**src/rtl/rgb_to_yuv444.sv**
```systemverilog
// Pipelined RGB to YCbCr 4:4:4 converter, BT.601 full or studio range.
// Three register stages: products, rounded sums, shift/offset/clamp.
module rgb_to_yuv444 #(
    parameter bit STUDIO_RANGE = 1'b0
) (
    input  logic       clk,
    input  logic       rst,
    input  logic       in_valid,
    input  logic [7:0] R,
    input  logic [7:0] G,
    input  logic [7:0] B,
    input  logic       in_hsync,
    input  logic       in_vsync,
    output logic       out_valid,
    output logic [7:0] Y,
    output logic [7:0] U,
    output logic [7:0] V,
    output logic       out_hsync,
    output logic       out_vsync
);

    localparam int PW = 18;
    localparam int SW = 20;

    typedef logic signed [PW-1:0] prod_t;
    typedef logic signed [SW-1:0] sum_t;

    localparam prod_t K_YR = STUDIO_RANGE ? prod_t'(66)  : prod_t'(77);
    localparam prod_t K_YG = STUDIO_RANGE ? prod_t'(129) : prod_t'(150);
    localparam prod_t K_YB = STUDIO_RANGE ? prod_t'(25)  : prod_t'(29);
    localparam prod_t K_UR = STUDIO_RANGE ? prod_t'(-38) : prod_t'(-43);
    localparam prod_t K_UG = STUDIO_RANGE ? prod_t'(-74) : prod_t'(-85);
    localparam prod_t K_UB = STUDIO_RANGE ? prod_t'(112) : prod_t'(128);
    localparam prod_t K_VR = STUDIO_RANGE ? prod_t'(112) : prod_t'(128);
    localparam prod_t K_VG = STUDIO_RANGE ? prod_t'(-94) : prod_t'(-107);
    localparam prod_t K_VB = STUDIO_RANGE ? prod_t'(-18) : prod_t'(-21);

    localparam sum_t Y_OFF = STUDIO_RANGE ? sum_t'(16) : sum_t'(0);
    localparam sum_t C_OFF = sum_t'(128);
    localparam sum_t RND   = sum_t'(128);

    // Coefficient times zero-extended 8-bit channel value.
    function automatic prod_t mul(input prod_t k, input logic [7:0] x);
        prod_t xs;
        xs = $signed({{(PW-8){1'b0}}, x});
        return k * xs;
    endfunction

    // Saturate a signed result into 0..255.
    function automatic logic [7:0] sat(input sum_t v);
        if (v < sum_t'(0))
            return 8'd0;
        else if (v > sum_t'(255))
            return 8'hff;
        else
            return v[7:0];
    endfunction

    prod_t p_yr, p_yg, p_yb;
    prod_t p_ur, p_ug, p_ub;
    prod_t p_vr, p_vg, p_vb;
    sum_t  s_y, s_u, s_v;
    logic [7:0] y_q, u_q, v_q;
    logic [2:0] vld_q, hs_q, vs_q;

    // Stage 1: register the nine coefficient products.
    always_ff @(posedge clk) begin
        if (rst) begin
            p_yr <= '0; p_yg <= '0; p_yb <= '0;
            p_ur <= '0; p_ug <= '0; p_ub <= '0;
            p_vr <= '0; p_vg <= '0; p_vb <= '0;
        end else begin
            p_yr <= mul(K_YR, R);
            p_yg <= mul(K_YG, G);
            p_yb <= mul(K_YB, B);
            p_ur <= mul(K_UR, R);
            p_ug <= mul(K_UG, G);
            p_ub <= mul(K_UB, B);
            p_vr <= mul(K_VR, R);
            p_vg <= mul(K_VG, G);
            p_vb <= mul(K_VB, B);
        end
    end

    // Stage 2: sign-extended sums with the rounding constant.
    always_ff @(posedge clk) begin
        if (rst) begin
            s_y <= '0;
            s_u <= '0;
            s_v <= '0;
        end else begin
            s_y <= sum_t'(p_yr) + sum_t'(p_yg) + sum_t'(p_yb) + RND;
            s_u <= sum_t'(p_ur) + sum_t'(p_ug) + sum_t'(p_ub) + RND;
            s_v <= sum_t'(p_vr) + sum_t'(p_vg) + sum_t'(p_vb) + RND;
        end
    end

    // Stage 3: floor shift, add offset, saturate.
    always_ff @(posedge clk) begin
        if (rst) begin
            y_q <= '0;
            u_q <= '0;
            v_q <= '0;
        end else begin
            y_q <= sat((s_y >>> 8) + Y_OFF);
            u_q <= sat((s_u >>> 8) + C_OFF);
            v_q <= sat((s_v >>> 8) + C_OFF);
        end
    end

    // Valid and sync ride a 3-deep chain alongside the data.
    always_ff @(posedge clk) begin
        if (rst) begin
            vld_q <= '0;
            hs_q  <= '0;
            vs_q  <= '0;
        end else begin
            vld_q <= {vld_q[1:0], in_valid};
            hs_q  <= {hs_q[1:0], in_hsync};
            vs_q  <= {vs_q[1:0], in_vsync};
        end
    end

    assign out_valid = vld_q[2];
    assign out_hsync = hs_q[2];
    assign out_vsync = vs_q[2];
    assign Y = y_q;
    assign U = u_q;
    assign V = v_q;

endmodule

```
**config.mk**
```make
export PLATFORM = sky130hd
export DESIGN_NAME = rgb_to_yuv444
export DESIGN_NICKNAME = d
export VERILOG_FILES = /design/src/rtl/rgb_to_yuv444.sv
export SDC_FILE = /design/constraint.sdc
export NUM_CORES = 1
export LEC_CHECK = 0
export BUFFER_PORTS_ARGS = -buffer_cell sky130_fd_sc_hd__buf_2
export CAP_MARGIN = 20
export CORE_ASPECT_RATIO = 0.9
export CORE_MARGIN = 10
export CORE_UTILIZATION = 35
export DETAILED_ROUTE_END_ITERATION = 6
export PLACE_DENSITY = 0.6
export RECOVER_POWER = 100
export SYNTH_ARGS = -nofsm -noshare
export SYNTH_HDL_FRONTEND = slang
export SYNTH_SLANG_ARGS = --single-unit
```
**constraint.sdc**
```tcl
create_clock -name clk -period 5.3 [get_ports clk]
set_clock_uncertainty 0.1 [all_clocks]
set_input_delay 0.265 -clock clk [delete_from_list [all_inputs] [get_ports clk]]
set_output_delay 0.265 -clock clk [all_outputs]
set_load 0.01 [all_outputs]
```
==> impl_metrics.env <==
export IMPL_status="complete, but fails checks"
export IMPL_violations="max-capacitance violations, max-slew violations"
export IMPL_comb_power_share=0.614
export IMPL_crit_family="compound AO/OA/AOI/OAI gates"
export IMPL_r2r_start="p_yb[0]"
export IMPL_synthArstFlopShare=0
export IMPL_slew_headroom=-1.44
export IMPL_regToRegSetupSlack_ns=0.87
export IMPL_seq_power_share=0.237
export IMPL_htreeDepth=4
export IMPL_n_antenna_cell=0
export IMPL_fin_tns_setup_ns=0
export IMPL_p_per_area_nw_per_um2=496
export IMPL_chipWidth_um=240
export IMPL_hold_depth=3
export IMPL_clkTransAtPathRegs_ns=0.07
export IMPL_grt_max_degree=88
export IMPL_syn_area_um2=15300
export IMPL_p_switching_mw=3.76
export IMPL_worstPathArrival_ns=4.67
export IMPL_cpPeakStageDelay_ns=0.64
export IMPL_routedWlPerCell_um=15.4
export IMPL_avgSynthCellArea_um2=9.41
export IMPL_slowest_stage="a311oi_1"
export IMPL_vdd_drop_max_v=0.000210
export IMPL_drt_iter0_drc=574
export IMPL_cts_max_path_buffers=2
export IMPL_synthTopCellsByArea="ha_1 (27%), dfxtp_1 (23%), fa_1 (13%), inv_1 (6.0%), xnor2_1 (4.3%)"
export IMPL_dp_hpwl_um=28700
export IMPL_synth_top_area_frac=0.269
export IMPL_initial_core_util=0.355
export IMPL_vias=10800
export IMPL_drv_slew=86
export IMPL_min_path_type="in -> reg"
export IMPL_gp_congestion=0.868
export IMPL_ys_flop_type="dfxtp_1"
export IMPL_std_cell_rows=72
export IMPL_synth_cells=1625
export IMPL_required_ns=5.54
export IMPL_layout_commonest_cell="ha_1"
export IMPL_core_um2=43100
export IMPL_period_needed_ns=4.43
export IMPL_port_buffer_count=55
export IMPL_crit_path_end_kind="register"
export IMPL_vias_per_cell=4.80
export IMPL_tightest_slew_ns=3.66
export IMPL_swShare=0.455
export IMPL_grt_usage=0.136
export IMPL_ys_warn_count=0
export IMPL_numCtsBuffers=17
export IMPL_io_pins=56
export IMPL_whs_endpoint="p_yr[1]"
export IMPL_worstSetupPathType="reg -> reg"
export IMPL_finalSetupViolCount=0
export IMPL_cts_setup_buffers=0
export IMPL_period_share=0.836
export IMPL_synth_cell_types=75
export IMPL_drive_gt1_frac=0.0439
export IMPL_insertion_delay_ns=0.46
export IMPL_rsz0062_at_grt="false"
export IMPL_maxCapViolCount=1
export IMPL_synth_nets=2080
export IMPL_dp_cells=2205
export IMPL_overflow=0
export IMPL_critPathBufInv=2
export IMPL_worstPathMaxFanout=6
export IMPL_finalHoldViolCount=0
export IMPL_layout_common_cells="ha_1 (329), inv_1 (243), dfxtp_1 (179), nor2_1 (161), fa_1 (97)"
export IMPL_root_buffer="clkbuf_16"
export IMPL_cts_resized=0
export IMPL_internal_power_mw=4.50
export IMPL_yosysSeqAreaShare=0.234
export IMPL_die_area_um2=52500
export IMPL_dr_pass1_iters=5
export IMPL_whs_ns=0.0321
export IMPL_syn_to_final_growth_pct=8.99
export IMPL_fin_nets=2127
export IMPL_p_total_mw=8.27
export IMPL_drt_wl_total_um=34500
export IMPL_remaining_drc_errors=0
export IMPL_reg2reg_to="s_u[19]"
export IMPL_holdCritStartpoint="R[1]"
export IMPL_grt_pass1_wl_um=56500
export IMPL_drtAntennaViolNets=0
export IMPL_cts_hold_fix_buffers=3
export IMPL_cts_tree="done"
export IMPL_crit_path_cell_trace="inv_1, fa_1, inv_1, ha_1, a21oi_1, o21ai_0, a311oi_1, nor2_1, a311oi_1, nand4b_1, nor4_1, or4b_1, o2bb2ai_1"
export IMPL_fmax_mhz=226
export IMPL_synth_enable_flop_cells=0
export IMPL_worst_r2r_path_depth=13
export IMPL_die_y_um=218
export IMPL_synth_seq_cells=179
export IMPL_crit_path_start_kind="register"
export IMPL_antenna_found_initial=1
export IMPL_stdcell_count=2240
export IMPL_power_leakage_nw=8.32
export IMPL_yosysTopAreaCell="ha_1"
export IMPL_grt_pass1_vias=10700
export IMPL_cts_sinks=179
export IMPL_pwr_share_clk=0.149
[cells by family (layout without fill, tap and decap cells)]
family	Yosys count	after routing	synth area share
compound gates	260	260	0.115
flops	179	179	0.234
mux	4	4	0.00311
buf+inv	274	334	0.0681
fa+ha+maj	427	427	0.397
simple gates	371	371	0.119
xor+xnor	110	110	0.0630
[flip-flops by register name (all words and copies together), names as in the netlist, 13 cells and up]
signal and cells:
p_vg 16, p_vb 14, p_yb 13, p_yr 15, p_ug 14, p_ur 13
p_yg 15
[cell type report]
cell class | count | area, um2
sequential | 179 | 3580
multi-input combinational | 1172 | 10600
inverter | 243 | 912
fill | 4315 | 26400
tap | 555 | 694
clock inverter | 15 | 143
clock buffer | 17 | 425
timing repair buffer | 59 | 274
[worst min-delay path, stage by stage]
cell	delay (ns)
buf_2	0.15
inv_1	0.09
nor2_1	0.05
[cells in the mapped netlist (all sizes together) (4+ instances only)]
cell type / count
ha: 329
inv: 243
dfxtp: 179
nor2: 161
fa: 97
xnor2: 75
a21oi: 74
nand2: 49
nor2b: 46
o21ai: 46
xor2: 35
a21o: 33
nand3: 23
o21bai: 23
nor3: 22
clkbuf: 21
o21a: 20
nand4: 11
buf: 10
and3: 9
nand2b: 9
a31oi: 8
a211oi: 7
and2: 7
o211ai: 7
nor3b: 6
a31o: 5
a41o: 5
nand4b: 5
nor4: 5
a311oi: 4
or3: 4
[metrics by stage]
stage          cell area, um2  setup WS [ns]  utilization
3_5_place_dp            16100          0.854        0.375
2_1_floorplan           15300           1.33            -
3_3_place_gp            16100          0.911        0.375
5_1_grt                 16700          0.564        0.387
4_1_cts                 16700           1.20        0.389
6_report                16700          0.871        0.387
[worst max path at each step]
stage                     to  slack (ns)  cells after the start    start
global placement    p_ug[16]        0.91                     17     G[5]
finish               s_u[19]        0.87                     13  p_yb[0]
detailed placement  p_ug[16]        0.85                     18     G[2]
global route         s_u[19]        0.56                     13  p_yb[0]
CTS                  s_u[19]        1.20                     13  p_yb[0]
floorplan           p_ug[16]        1.33                     16     G[5]
[power groups by stage]
stage	logic (mW)	registers [mW]	clock network [mW]
final	5.08	1.96	1.23
after global routing	5.78	2.00	1.32
after CTS	5.13	1.95	1.27
after detailed placement	5.07	1.98	0
after global placement	5.02	1.98	0
after floorplan	3.97	1.92	0
[routing by layer]
metal / wire [um] / GRT usage / up-vias
met3: 1180 / 0.0274 / 25
met2: 14900 / 0.206 / 138
met1: 18100 / 0.193 / 5058
li1: - / - / 5532
met4: 408 / 0.0327 / 2
met5: 13 / 0 / -
Power figures use the tool's default switching activity.
